`config.mk`:
```
export PLATFORM = sky130hd
export DESIGN_NAME = filterbank_aligner
export DESIGN_NICKNAME = d
export VERILOG_FILES = /design/src/rtl/filterbank_aligner.sv
export SDC_FILE = /design/constraint.sdc
export NUM_CORES = 1
export LEC_CHECK = 0
export BUFFER_PORTS_ARGS = -buffer_cell sky130_fd_sc_hd__buf_2
export CELL_PAD_IN_SITES_DETAIL_PLACEMENT = 1
export CELL_PAD_IN_SITES_GLOBAL_PLACEMENT = 2
export CORE_MARGIN = 2
export CORE_UTILIZATION = 30
export CTS_BUF_LIST = sky130_fd_sc_hd__clkbuf_4
export CTS_CLUSTER_DIAMETER = 40
export CTS_CLUSTER_SIZE = 24
export DETAILED_ROUTE_END_ITERATION = 10
export PLACE_DENSITY_LB_ADDON = 0.1
export SLEW_MARGIN = 20
export SYNTH_ARGS = -nofsm -noshare
export SYNTH_HDL_FRONTEND = slang
export SYNTH_SLANG_ARGS = --single-unit
```
`constraint.sdc`:
```
create_clock -name clk -period 4.2 [get_ports clk]
set_clock_uncertainty 0.15 [all_clocks]
set_input_delay 0.21 -clock clk [delete_from_list [all_inputs] [get_ports clk]]
set_output_delay 0.21 -clock clk [all_outputs]
set_load 0.005 [all_outputs]
```
`src/rtl/filterbank_aligner.sv`:
```
// Regroups filter-bank output samples into channel-ordered frames of N samples,
// using ping-pong banks so one frame fills while the previous one is read out.
module filterbank_aligner #(
    parameter int N     = 8,
    parameter int LOG_N = 3,
    parameter int WDTH  = 32,
    parameter int MWDTH = 1
) (
    input  logic             clk,
    input  logic             rst,
    input  logic [WDTH-1:0]  in_data,
    input  logic             in_nd,
    input  logic [MWDTH-1:0] in_m,
    input  logic             in_first,
    output logic [WDTH-1:0]  out_data,
    output logic             out_nd,
    output logic [MWDTH-1:0] out_m,
    output logic             out_first,
    output logic             error,
    output logic [1:0]       dbg_state
);
    // Handshake: in_nd qualifies in_data/in_m/in_first for exactly one cycle and
    // out_nd qualifies out_data/out_m/out_first likewise; there is no ready, so
    // every qualified input sample is consumed in the cycle it is presented.

    typedef enum logic {SEARCH = 1'b0, FILL = 1'b1} state_t;

    localparam int              DW   = WDTH + MWDTH;
    localparam logic [LOG_N:0]  N_L  = (LOG_N+1)'(N);
    localparam logic [LOG_N-1:0] N_M1 = LOG_N'(N - 1);

    state_t             state;
    logic [LOG_N-1:0]   widx;
    logic               fill_bank;
    logic               rd_active;
    logic               rd_bank;
    logic [LOG_N-1:0]   rd_cnt;

    logic [DW-1:0]      mem [0:2*N-1];

    logic [LOG_N-1:0]   wr_idx;
    logic [LOG_N:0]     wr_addr;
    logic               we;
    logic               err_now;
    logic               complete;

    // Bank 0 occupies entries 0..N-1, bank 1 occupies N..2N-1.
    function automatic logic [LOG_N:0] bank_addr(input logic bank, input logic [LOG_N-1:0] idx);
        return bank ? ({1'b0, idx} + N_L) : {1'b0, idx};
    endfunction

    always_comb begin
        wr_idx  = in_first ? '0 : widx;
        we      = 1'b0;
        err_now = 1'b0;
        if (in_nd) begin
            if (state == SEARCH) begin
                we = in_first;
            end else if (in_first || widx != '0) begin
                we      = 1'b1;
                err_now = in_first && (widx != '0);
            end else begin
                err_now = 1'b1;
            end
        end
        complete = we && (wr_idx == N_M1);
        wr_addr  = bank_addr(fill_bank, wr_idx);
    end

    always_ff @(posedge clk) begin
        if (rst) begin
            state     <= SEARCH;
            widx      <= '0;
            fill_bank <= 1'b0;
            error     <= 1'b0;
        end else begin
            error <= err_now;
            if (err_now && !we) begin
                state <= SEARCH;
                widx  <= '0;
            end else if (we) begin
                state <= FILL;
                widx  <= complete ? '0 : wr_idx + 1'b1;
                if (complete) begin
                    fill_bank <= ~fill_bank;
                end
            end
        end
    end

    always_ff @(posedge clk) begin
        if (we) begin
            mem[wr_addr] <= {in_data, in_m};
        end
    end

    // Channel 0 of the completed bank is already stored, so it is launched on the
    // same edge that writes channel N-1.
    always_ff @(posedge clk) begin
        if (rst) begin
            rd_active <= 1'b0;
            rd_bank   <= 1'b0;
            rd_cnt    <= '0;
            out_data  <= '0;
            out_m     <= '0;
            out_nd    <= 1'b0;
            out_first <= 1'b0;
        end else if (complete) begin
            rd_active             <= 1'b1;
            rd_bank               <= fill_bank;
            rd_cnt                <= LOG_N'(1);
            {out_data, out_m}     <= mem[bank_addr(fill_bank, '0)];
            out_nd                <= 1'b1;
            out_first             <= 1'b1;
        end else if (rd_active) begin
            {out_data, out_m}     <= mem[bank_addr(rd_bank, rd_cnt)];
            out_nd                <= 1'b1;
            out_first             <= 1'b0;
            if (rd_cnt == N_M1) begin
                rd_active <= 1'b0;
                rd_cnt    <= '0;
            end else begin
                rd_cnt    <= rd_cnt + 1'b1;
            end
        end else begin
            out_data  <= '0;
            out_m     <= '0;
            out_nd    <= 1'b0;
            out_first <= 1'b0;
        end
    end

    assign dbg_state = {rd_active, state == FILL};

endmodule

```
==> metrics.txt <==
first-pass GRT wire length 87100 um; layout cells sized above 1 38.7%; Root Buffer clkbuf_4; pre-CTS setup slack 1220 ps; top cells by area, synth edfxtp_1, mux4_2, dfxtp_1; post-synth top area share 71.3%; CP max FO 18; GRT Total Usage 15.7%; hold endpoint mem[6][19]; Setup TNS Final 0 ps; initial antenna violation count 2; core area 73200 um^2; DRT iter0 DRCs 714; Worst-Skew Late Latency 890 ps; hold crit path type in2reg; CTS max path bufs 3; Synth warnings 0; most common library cell in the layout ignoring fill and taps edfxtp_1; Period minus WS final 2960 ps; reg-to-reg setup timing slack 1240 ps; cells after synthesis 1049; Die Y 276 um; via/cell ratio 4.80; Num CTS Buffers 99; number of cells after detailed placement 2059; Placer Congestion 0.685; post-route insts no fill 2301; setup ws final 1240 ps; CP max stage cell nor2_4; Reg2Reg Depth 7; Overflow after GRT 0; vias in the first global route 12500; post-synthesis sequential area ratio 75.5%; Worst-Margin Slew 963 ps; r2r startpoint widx[2]; power per cell area 426 nW/um^2; Yosys cell types 26; post-route antenna net violation count 0; DRC viols 0; IO Count 75; HPWL Detailed 32700 um; HP Start in_data[18]; worst path cell trace nor3_1 -> ha_1 -> nor2b_1 -> o21a_1 -> nand2_1 -> nor2_4 -> buf_12; Seq cells post-synth 574; Required @ worst endpoint 4610 ps; # setup viols final 0; DIE WIDTH 276 um; relative slew slack 35.8%; RSZ-0062 raised after global routing no; Initial Utilization 30.4%; area leader, netlist edfxtp_1; PortBufs 74; CP Class reg2reg; htree depth 3; worst vdd ir 0.000195 V; startpoint type of the worst setup path flip-flop; die area 76300 um^2; cts repair resizes 0; syn avg cell area 21.2 um^2; DRT Wirelength 58800 um; clock sink total 574; Max Cap Viol 0; post-synthesis instance area 22200 um^2; status complete, no violations; final hold violations 0; commonest non-fill, non-tap cells in the layout edfxtp_1, mux4_2, clkbuf_4, buf_2; row count 99; Worst R2R End mem[9][7]; period utilization 70.4%; largest net degree at the start of global routing 51; WL per Instance 25.5 um; DRT Pass-1 Iters 4; leakage 8.11 nW; CTS tree done; Crit. End Element flip-flop; Worst-path clk slew 110 ps; Worst Hold Depth 2; Nets 1293; Fmax achieved 338 MHz; Critical Path AT 3370 ps; pins over their slew limit 0; Post-Syn Nets 1094; crit-path max cell delay 700 ps; synthesis-to-finish area growth 18.0%; Vias 11100
-- power breakdown --
group	internal (W)	total, W	switching, W
registers	0.00625	0.00626	0.0000106
logic	0.0000850	0.000231	0.000146
clock network	0.00236	0.00468	0.00232
total	0.00869	0.0112	0.00248
-- cells by family after synthesis --
logic type,after synthesis,share of synthesized area (%)
AO/OA/AOI/OAI,45,1.62
adder cells (fa/ha/maj),8,0.450
multiplexers,233,18.3
XOR/XNOR,1,0.0394
AND/OR/NAND/NOR,116,2.50
flip-flops,574,75.5
buffers and inverters,72,1.62
-- metal layers --
metal  share of wire, %  GRT usage (%)
met1                 43           20.2
met2                 51           27.3
met3                3.9           2.75
met4                2.2           4.47
met5                  0              0
-- worst max-delay path: cells and delay by family, from the launching register on --
family                     cells  cell delay [ps]
AOI/OAI and AO/OA              1              360
buffers and inverters          1              290
and+or+nand+nor                4             1230
adders and majority gates      1              200
DFF                            1              370
-- sequential cells by signal, indices dropped and copies added (netlist names) --
register   flops
out_first      1
rd_cnt         3
mem          528
out_m          1
state          1
rd_active      1
widx           3
out_nd         1
fill_bank      1
error          1
out_data      32
rd_bank        1
-- Yosys cell counts, drive strengths merged --
library cell,count
o311ai,33
nand3,67
o21a,1
inv,5
nor3,11
dfxtp,46
ha,8
xor2,1
a211oi,1
nand2b,4
nor2b,2
o211ai,1
mux4,132
nand3b,2
a21o,1
a21oi,8
nand2,13
nor2,17
clkbuf,34
mux2,67
buf,33
edfxtp,528
mux2i,34
-- area by class of cell --
cell class                      count  area (um^2)
Inverter                            5         18.8
Clock inverter                     72          813
Timing Repair Buffer              165         1310
Clock buffer                      116          871
Sequential cell                   574        16800
Multi-Input combinational cell    403         5200
Antenna cell                        7         17.5
Tap cell                          959         1200
Fill cell                        7157        47000
-- how the worst max path moves through the flow --
stage,from,endpoint,slack [ps],cells past startpoint
final,widx[2],mem[9][7],1240,7
after global routing,widx[2],mem[8][13],1010,7
after CTS,widx[1],mem[8][13],1200,7
after detailed placement,in_first,mem[10][5],1220,8
after global placement,in_first,mem[10][7],1240,8
after floorplan,widx[2],mem[0][0],70,7
-- through the flow --
| stage | util, % | instance area [um^2] | power [W] | hold slack [ps] |
|---|---|---|---|---|
| 3_3_place_gp | 32.9 | 24100 | 0.00659 | 326 |
| 5_1_grt | 35.8 | 26200 | 0.0116 | 7.06 |
| 3_5_place_dp | 32.9 | 24100 | 0.00659 | 345 |
| 4_1_cts | 35.8 | 26200 | 0.0114 | 3.49 |
| 2_1_floorplan | - | 22200 | 0.00647 | 159 |
| 6_report | 35.8 | 26200 | 0.0112 | 94.4 |
-- what timing repair did --
action / CTS / global route
hold buffers: 47 / 0
buffers inserted: 0 / 0
hold endpoints to repair: 562 / 0
Power figures use the tool's default switching activity.
